<file path="src/rtl/md5core_result_collector_pkg.sv">
// Shared constants and types for the md5core result collector.
package md5core_result_collector_pkg;

  localparam int unsigned RESULT_WORDS_DEF = 4;
  localparam int unsigned SLOT_COUNT       = 2;
  localparam int unsigned SLOT_W           = 1;
  localparam int unsigned WORD_W           = 32;
  localparam int unsigned FREE_W           = 2;

  typedef enum logic [1:0] {
    WR_IDLE = 2'd0,
    WR_FILL = 2'd1,
    WR_DROP = 2'd2
  } wr_state_e;

  typedef struct packed {
    logic ctx;
    logic seq;
  } result_tag_t;

endpackage

</file>
<file path="src/rtl/md5core_result_collector_buf.sv">
// Two-slot result store: word RAM, per-slot tags and full flags.
module md5_result_buf
  import md5core_result_collector_pkg::*;
#(
  parameter int unsigned RESULT_WORDS = RESULT_WORDS_DEF,
  localparam int unsigned CNT_W = $clog2(RESULT_WORDS)
) (
  input  logic              CLK,
  input  logic              RST_N,
  input  logic              wr_en,
  input  logic [SLOT_W-1:0] wr_slot,
  input  logic [CNT_W-1:0]  wr_addr,
  input  logic [WORD_W-1:0] wr_data,
  input  logic              tag_en,
  input  result_tag_t       wr_tag,
  input  logic              set_full,
  input  logic              clr_full,
  input  logic [SLOT_W-1:0] rd_slot,
  input  logic [CNT_W-1:0]  rd_addr,
  output logic [WORD_W-1:0] rd_data_c,
  output result_tag_t       rd_tag_c,
  output logic [SLOT_COUNT-1:0] full
);

  logic [WORD_W-1:0] mem_q [SLOT_COUNT][RESULT_WORDS];
  result_tag_t       tag_q [SLOT_COUNT];
  logic [SLOT_COUNT-1:0] full_d;

  // Word and tag storage; cleared on reset so the output port reads zero.
  always_ff @(posedge CLK or negedge RST_N) begin
    if (!RST_N) begin
      mem_q <= '{default: '0};
      tag_q <= '{default: '0};
    end else begin
      if (wr_en) mem_q[wr_slot][wr_addr] <= wr_data;
      if (tag_en) tag_q[wr_slot] <= wr_tag;
    end
  end

  // Full-flag next value; set and clear never target the same slot together.
  always_comb begin
    full_d = full;
    if (clr_full) full_d[rd_slot] = 1'b0;
    if (set_full) full_d[wr_slot] = 1'b1;
  end

  // Full-flag register.
  always_ff @(posedge CLK or negedge RST_N) begin
    if (!RST_N) full <= '0;
    else        full <= full_d;
  end

  assign rd_data_c = mem_q[rd_slot][rd_addr];
  assign rd_tag_c  = tag_q[rd_slot];

endmodule

</file>
<file path="src/rtl/md5core_result_collector.sv">
// Collects md5core result bursts into a ping-pong buffer and streams them out.
module md5core_result_collector
  import md5core_result_collector_pkg::*;
#(
  parameter int unsigned RESULT_WORDS = RESULT_WORDS_DEF
) (
  input  logic              CLK,
  input  logic              RST_N,
  input  logic [WORD_W-1:0] dout,
  input  logic              dout_en,
  input  logic              dout_seq_num,
  input  logic              dout_ctx_num,
  output logic [WORD_W-1:0] out_dout,
  output logic              out_valid,
  output logic              out_last,
  output logic              out_ctx_num,
  output logic              out_seq_num,
  input  logic              out_rd_en,
  output logic [FREE_W-1:0] slots_free,
  output logic              err_overflow,
  output logic              err_burst
);

  localparam int unsigned CNT_W = $clog2(RESULT_WORDS);
  localparam logic [CNT_W-1:0] LAST_IDX = CNT_W'(RESULT_WORDS - 1);

  wr_state_e         state_q, state_d;
  logic [CNT_W-1:0]  wr_cnt_q, wr_cnt_d;
  logic [SLOT_W-1:0] wr_slot_q, wr_slot_d;
  logic              err_overflow_d, err_burst_d;
  logic [CNT_W-1:0]  rd_cnt_q;
  logic [SLOT_W-1:0] rd_slot_q;

  logic                  buf_we_c, tag_we_c, set_full_c;
  logic                  rd_xfer_c, rd_last_c, slot_avail_c;
  logic [SLOT_COUNT-1:0] full;
  result_tag_t           in_tag_c, rd_tag_c;

  assign in_tag_c     = result_tag_t'{ctx: dout_ctx_num, seq: dout_seq_num};
  assign out_valid    = full[rd_slot_q];
  assign out_last     = out_valid & (rd_cnt_q == LAST_IDX);
  assign out_ctx_num  = rd_tag_c.ctx;
  assign out_seq_num  = rd_tag_c.seq;
  assign rd_xfer_c    = out_valid & out_rd_en;
  assign rd_last_c    = rd_xfer_c & (rd_cnt_q == LAST_IDX);
  // Target slot is usable if empty or being drained by its final read this cycle.
  assign slot_avail_c = !full[wr_slot_q] | (rd_last_c & (rd_slot_q == wr_slot_q));

  md5_result_buf #(
    .RESULT_WORDS (RESULT_WORDS)
  ) u_buf (
    .CLK       (CLK),
    .RST_N     (RST_N),
    .wr_en     (buf_we_c),
    .wr_slot   (wr_slot_q),
    .wr_addr   (wr_cnt_q),
    .wr_data   (dout),
    .tag_en    (tag_we_c),
    .wr_tag    (in_tag_c),
    .set_full  (set_full_c),
    .clr_full  (rd_last_c),
    .rd_slot   (rd_slot_q),
    .rd_addr   (rd_cnt_q),
    .rd_data_c (out_dout),
    .rd_tag_c  (rd_tag_c),
    .full      (full)
  );

  // Write FSM state, counters and sticky error flags.
  always_ff @(posedge CLK or negedge RST_N) begin
    if (!RST_N) begin
      state_q      <= WR_IDLE;
      wr_cnt_q     <= '0;
      wr_slot_q    <= '0;
      err_overflow <= 1'b0;
      err_burst    <= 1'b0;
    end else begin
      state_q      <= state_d;
      wr_cnt_q     <= wr_cnt_d;
      wr_slot_q    <= wr_slot_d;
      err_overflow <= err_overflow_d;
      err_burst    <= err_burst_d;
    end
  end

  // Write FSM next state: accept, fill, or drop a burst.
  always_comb begin
    state_d        = state_q;
    wr_cnt_d       = wr_cnt_q;
    wr_slot_d      = wr_slot_q;
    err_overflow_d = err_overflow;
    err_burst_d    = err_burst;
    buf_we_c       = 1'b0;
    tag_we_c       = 1'b0;
    set_full_c     = 1'b0;
    case (state_q)
      WR_IDLE: begin
        if (dout_en) begin
          wr_cnt_d = CNT_W'(1);
          if (slot_avail_c) begin
            buf_we_c = 1'b1;
            tag_we_c = 1'b1;
            state_d  = WR_FILL;
          end else begin
            err_overflow_d = 1'b1;
            state_d        = WR_DROP;
          end
        end
      end
      WR_FILL: begin
        if (dout_en) begin
          buf_we_c = 1'b1;
          if (wr_cnt_q == LAST_IDX) begin
            set_full_c = 1'b1;
            wr_slot_d  = ~wr_slot_q;
            wr_cnt_d   = '0;
            state_d    = WR_IDLE;
          end else begin
            wr_cnt_d = wr_cnt_q + CNT_W'(1);
          end
        end else begin
          err_burst_d = 1'b1;
          wr_cnt_d    = '0;
          state_d     = WR_IDLE;
        end
      end
      WR_DROP: begin
        if (dout_en) begin
          if (wr_cnt_q == LAST_IDX) begin
            wr_cnt_d = '0;
            state_d  = WR_IDLE;
          end else begin
            wr_cnt_d = wr_cnt_q + CNT_W'(1);
          end
        end else begin
          err_burst_d = 1'b1;
          wr_cnt_d    = '0;
          state_d     = WR_IDLE;
        end
      end
      default: begin
        wr_cnt_d = '0;
        state_d  = WR_IDLE;
      end
    endcase
  end

  // Read pointer and word counter advance on each accepted word.
  always_ff @(posedge CLK or negedge RST_N) begin
    if (!RST_N) begin
      rd_cnt_q  <= '0;
      rd_slot_q <= '0;
    end else if (rd_xfer_c) begin
      if (rd_last_c) begin
        rd_cnt_q  <= '0;
        rd_slot_q <= ~rd_slot_q;
      end else begin
        rd_cnt_q <= rd_cnt_q + CNT_W'(1);
      end
    end
  end

  // Free-slot count, one cycle behind the full flags.
  always_ff @(posedge CLK or negedge RST_N) begin
    if (!RST_N) slots_free <= FREE_W'(SLOT_COUNT);
    else        slots_free <= FREE_W'(SLOT_COUNT) - FREE_W'(full[0]) - FREE_W'(full[1]);
  end

endmodule

</file>
<file path="config.mk">
export PLATFORM = sky130hd
export DESIGN_NAME = md5core_result_collector
export DESIGN_NICKNAME = d
export VERILOG_FILES = /design/src/rtl/md5core_result_collector_pkg.sv /design/src/rtl/md5core_result_collector_buf.sv /design/src/rtl/md5core_result_collector.sv
export SDC_FILE = /design/constraint.sdc
export NUM_CORES = 1
export LEC_CHECK = 0
export ABC_AREA = 1
export CAP_MARGIN = 20
export CORE_MARGIN = 4
export CORE_UTILIZATION = 56
export DETAILED_ROUTE_END_ITERATION = 8
export GPL_ROUTABILITY_DRIVEN = 1
export PLACE_DENSITY = 0.75
export SLEW_MARGIN = 10
export SYNTH_ARGS = -nofsm -noshare
export SYNTH_HDL_FRONTEND = slang
export SYNTH_HIERARCHICAL = 1
export SYNTH_SLANG_ARGS = --single-unit
</file>
<file path="constraint.sdc">
create_clock -name CLK -period 2.6 [get_ports CLK]
set_clock_uncertainty 0.15 [all_clocks]
set_input_delay 0.39 -clock CLK [delete_from_list [all_inputs] [get_ports CLK]]
set_output_delay 0.39 -clock CLK [all_outputs]
set_load 0.05 [all_outputs]
</file>
==> run_results.csv <==
group,metric,value,unit
setup_path,critical_path_arrival,2050,ps
synth,syn_inst,1824,
setup_path,critPathMostFrequentCell,"nand2_1",
setup_path,endpoint_kind,"output port",
routing,final_antenna_net_count,0,
setup_path,cp_num_buf_inv,3,
final_layout,mostFrequentLayoutCells,"689 x nand2_1, 308 x inv_1, 271 x dfrtp_1, 260 x o21ai_0, 131 x nand3_1",
power_and_ir_drop,p_comb_share,52.3,%
cts,clockRootBuffer,"clkbuf_16",
synth,synth_warnings,6,
sta,maxSlewHeadroom,66.20,%
power_and_ir_drop,p_per_area,1453,nW/µm²
sta,worst_pin_slew,507.0,ps
power_and_ir_drop,p_leak,8.669,nW
grt,grt_pass1_wl,55930,µm
floorplan,dieArea,26490,µm²
placed_design,hpwl,18420,µm
final_layout,seqCellArea,6863,µm²
floorplan,fp.dieH,162.8,µm
synth,synth-edff-count,0,
synth,netlist.area_leader.share,50.94,%
floorplan,start_util,56.96,%
final_layout,drive_gt1_share,9.583,%
routing,drt_wl_total,36830,µm
synth,synth.distinct_cells,27,
synth,postSynthNetCount,1868,
grt,grt.total_usage,25.74,%
grt,grt_max_degree,76,
cts,clock_sinks,274,
routing,viasPerCell,5.271,
routing,vias,11800,
grt,antenna_found_initial,0,
sta,tns,0,ps
cts,cts_tree,"built",
setup_path,required,2060,ps
setup_path,crit_type,"flop to output port",
final_layout,nFillCells,1887,
final_layout,final_core_util,69.34,%
cts,path_clk_slew,60,ps
setup_path,cpMaxStageDelayCell,"dfrtp_4",
synth,synth_area,13410,µm²
synth,syn_avg_cell_area,7.352,µm²
worst_hold_path,hold_class,"primary input to async pin",
power_and_ir_drop,sw_frac_of_total,44.39,%
placed_design,preCtsSetupSlack,151.8,ps
routing,drt_iter0_drc,1270,
grt,grt_pass1_vias,11370,
setup_path,r2r_cells,14,
sta,setup_ws,12.50,ps
sta,fmax,0.3865,GHz
setup_path,path_max_fanout,43,
setup_path,cp_cell_sequence,"buf_12 -> buf_12 -> nand2_1 -> nand3_1 -> nand2_1 -> nand2_1 -> nand2_2 -> buf_6",
setup_path,rr_startpoint,"rd_slot_q",
final_layout,syn_to_final_growth,21.73,%
floorplan,row_count,56,
synth,yosysTopAreaCell,"dfrtp_1",
cts,clockBufferDepth,3,
sta,slew_viol_final,0,
outcome,status,"finished, final reports clean",
routing,firstDrtPassIters,5,
setup_path,r2r_slack,100,ps
final_layout,multi_input_area,4982,µm²
floorplan,io_pins,78,
sta,setup_viol,0,
setup_path,r2r_end,"u_buf/mem_q[132]",
power_and_ir_drop,seqPwrFrac,30.4,%
placed_design,place.port_buffers,77,
power_and_ir_drop,p_int,13.19,mW
sta,hold_viol_final,0,
power_and_ir_drop,p_sw,10.53,mW
sta,fin_crit_sh,99.52,%
cts,clock_latency,540,ps
sta,fin_crit,2588,ps
synth,synthTopCellsByArea,"dfrtp_1 51%, nand2_1 20%, o21ai_0 9.7%, inv_1 8.6%, nand3_1 4.9%",
power_and_ir_drop,pwr-share-clk,17.4,%
synth,seq_area_frac_synth,51.14,%
synth,async_reset_ff_share,100.0,%
run,drv_cap,0,
setup_path,critical_path.top_delay_family,"flip-flops",
grt,overflow,0,
sta,rsz0062_at_grt,"true",
final_layout,antenna_cells,0,
setup_path,crit_path_max_incr_delay,510,ps
routing,remaining_drc_errors,0,
setup_path,start_kind,"flop",
floorplan,fp.coreArea,23540,µm²
synth,synth_ff_type,"dfrtp_1",
power_and_ir_drop,ir_drop,1027,µV
cts,cts_buffers,29,
synth,ys_seq_elements,274,
floorplan,die_w,162.8,µm
cts,cts_htree_levels,1,
routing,wl_per_cell,16.45,µm
final_layout,nets,1943,
final_layout,layout_commonest_cell,"nand2_1",
placed_design,gp_congestion,0.7806,
-- cell families (layout without fill, tap and decap cells) --
family	count (synthesis)	in the layout	share of synthesized area [%]
and+or+nand+nor	857	857	25.89
DFF	274	274	51.14
adders and majority gates	6	6	0.5598
xor gates and xnor gates	2	2	0.1306
buffers and inverters	413	509	12.04
AOI/OAI and AO/OA	272	272	10.24
-- cell usage after synthesis, types with 6 or more instances --
master,number
o21ai_1,8
buf_1,15
ha_1,6
nand2_1,700
inv_1,308
clkbuf_1,38
nor2_1,7
nand3_1,131
dfrtp_1,273
nand2_2,9
buf_2,39
inv_2,7
o21ai_0,260
-- sequential cells by signal, indices dropped and copies added, names as in the netlist --
register / count
u_buf/mem_q: 256
u_buf/tag_q: 4
rd_cnt_q: 2
slots_free: 2
state_q: 2
u_buf/full: 2
wr_cnt_q: 2
err_burst: 1
err_overflow: 1
rd_slot_q: 1
wr_slot_q: 1
-- worst max path at each step --
stage | from | end | slack, ps | depth (start not counted)
detailed placement | out_rd_en | u_buf/mem_q[156] | 150 | 11
floorplan | rd_slot_q | u_buf/mem_q[139] | 510 | 13
global route | rd_slot_q | out_dout[19] | -40 | 9
global placement | out_rd_en | u_buf/mem_q[4] | 220 | 9
CTS | rd_slot_q | out_dout[26] | -3 | 8
finish | rd_slot_q | out_dout[17] | 10 | 8
-- through the flow --
stage | hold WS (ps) | cells | instance area [µm²] | total power, mW
finish | 208.9 | 2239 | 16320 | 23.73
global placement | 198.3 | 2157 | 14570 | 17.58
CTS | 227.5 | 2216 | 15730 | 22.59
floorplan | -55.59 | 1824 | 13410 | 14.78
detailed placement | 204.2 | 2157 | 14570 | 17.89
global route | 250.1 | 2239 | 16320 | 25.47
-- area by class of cell --
type | instances | area share, %
flip-flops and latches | 274 | 42.04
multi-input cells | 1137 | 30.52
repair buffers | 141 | 11.67
inverters | 315 | 7.435
clock buffers | 44 | 5.220
well taps | 319 | 2.445
clock inverters | 8 | 0.5748
repair inverters | 1 | 0.09964
-- power groups by stage --
stage | Combinational, mW | Clock [mW] | Sequential (mW)
2_1_floorplan | 7.74 | 0 | 7.05
3_3_place_gp | 10.4 | 0 | 7.19
3_5_place_dp | 10.6 | 0 | 7.26
4_1_cts | 11.2 | 4.17 | 7.19
5_1_grt | 13.7 | 4.35 | 7.43
6_report | 12.4 | 4.12 | 7.21
-- repair_timing --
| action | 4_1_cts | 5_1_grt |
|---|---|---|
| setup buffers | 2 | 5 |
| hold buffers | 1 | 0 |
| resized for setup | 23 | 46 |
| hold endpoints to repair | 54 | 0 |
| endpoints found under the setup margin | 29 | 51 |
| cloned | 4 | 18 |
| pin swaps | 0 | 2 |
-- layer usage --
metal	vias to the layer above	GRT usage [%]	wire length [µm]
met4	0	7.320	1011
met1	5543	33.79	14890
met5	-	0	0
met2	488	44.87	17980
met3	77	3.721	2948
li1	5693	-	-
No activity file was read; power rests on OpenSTA's default activity.
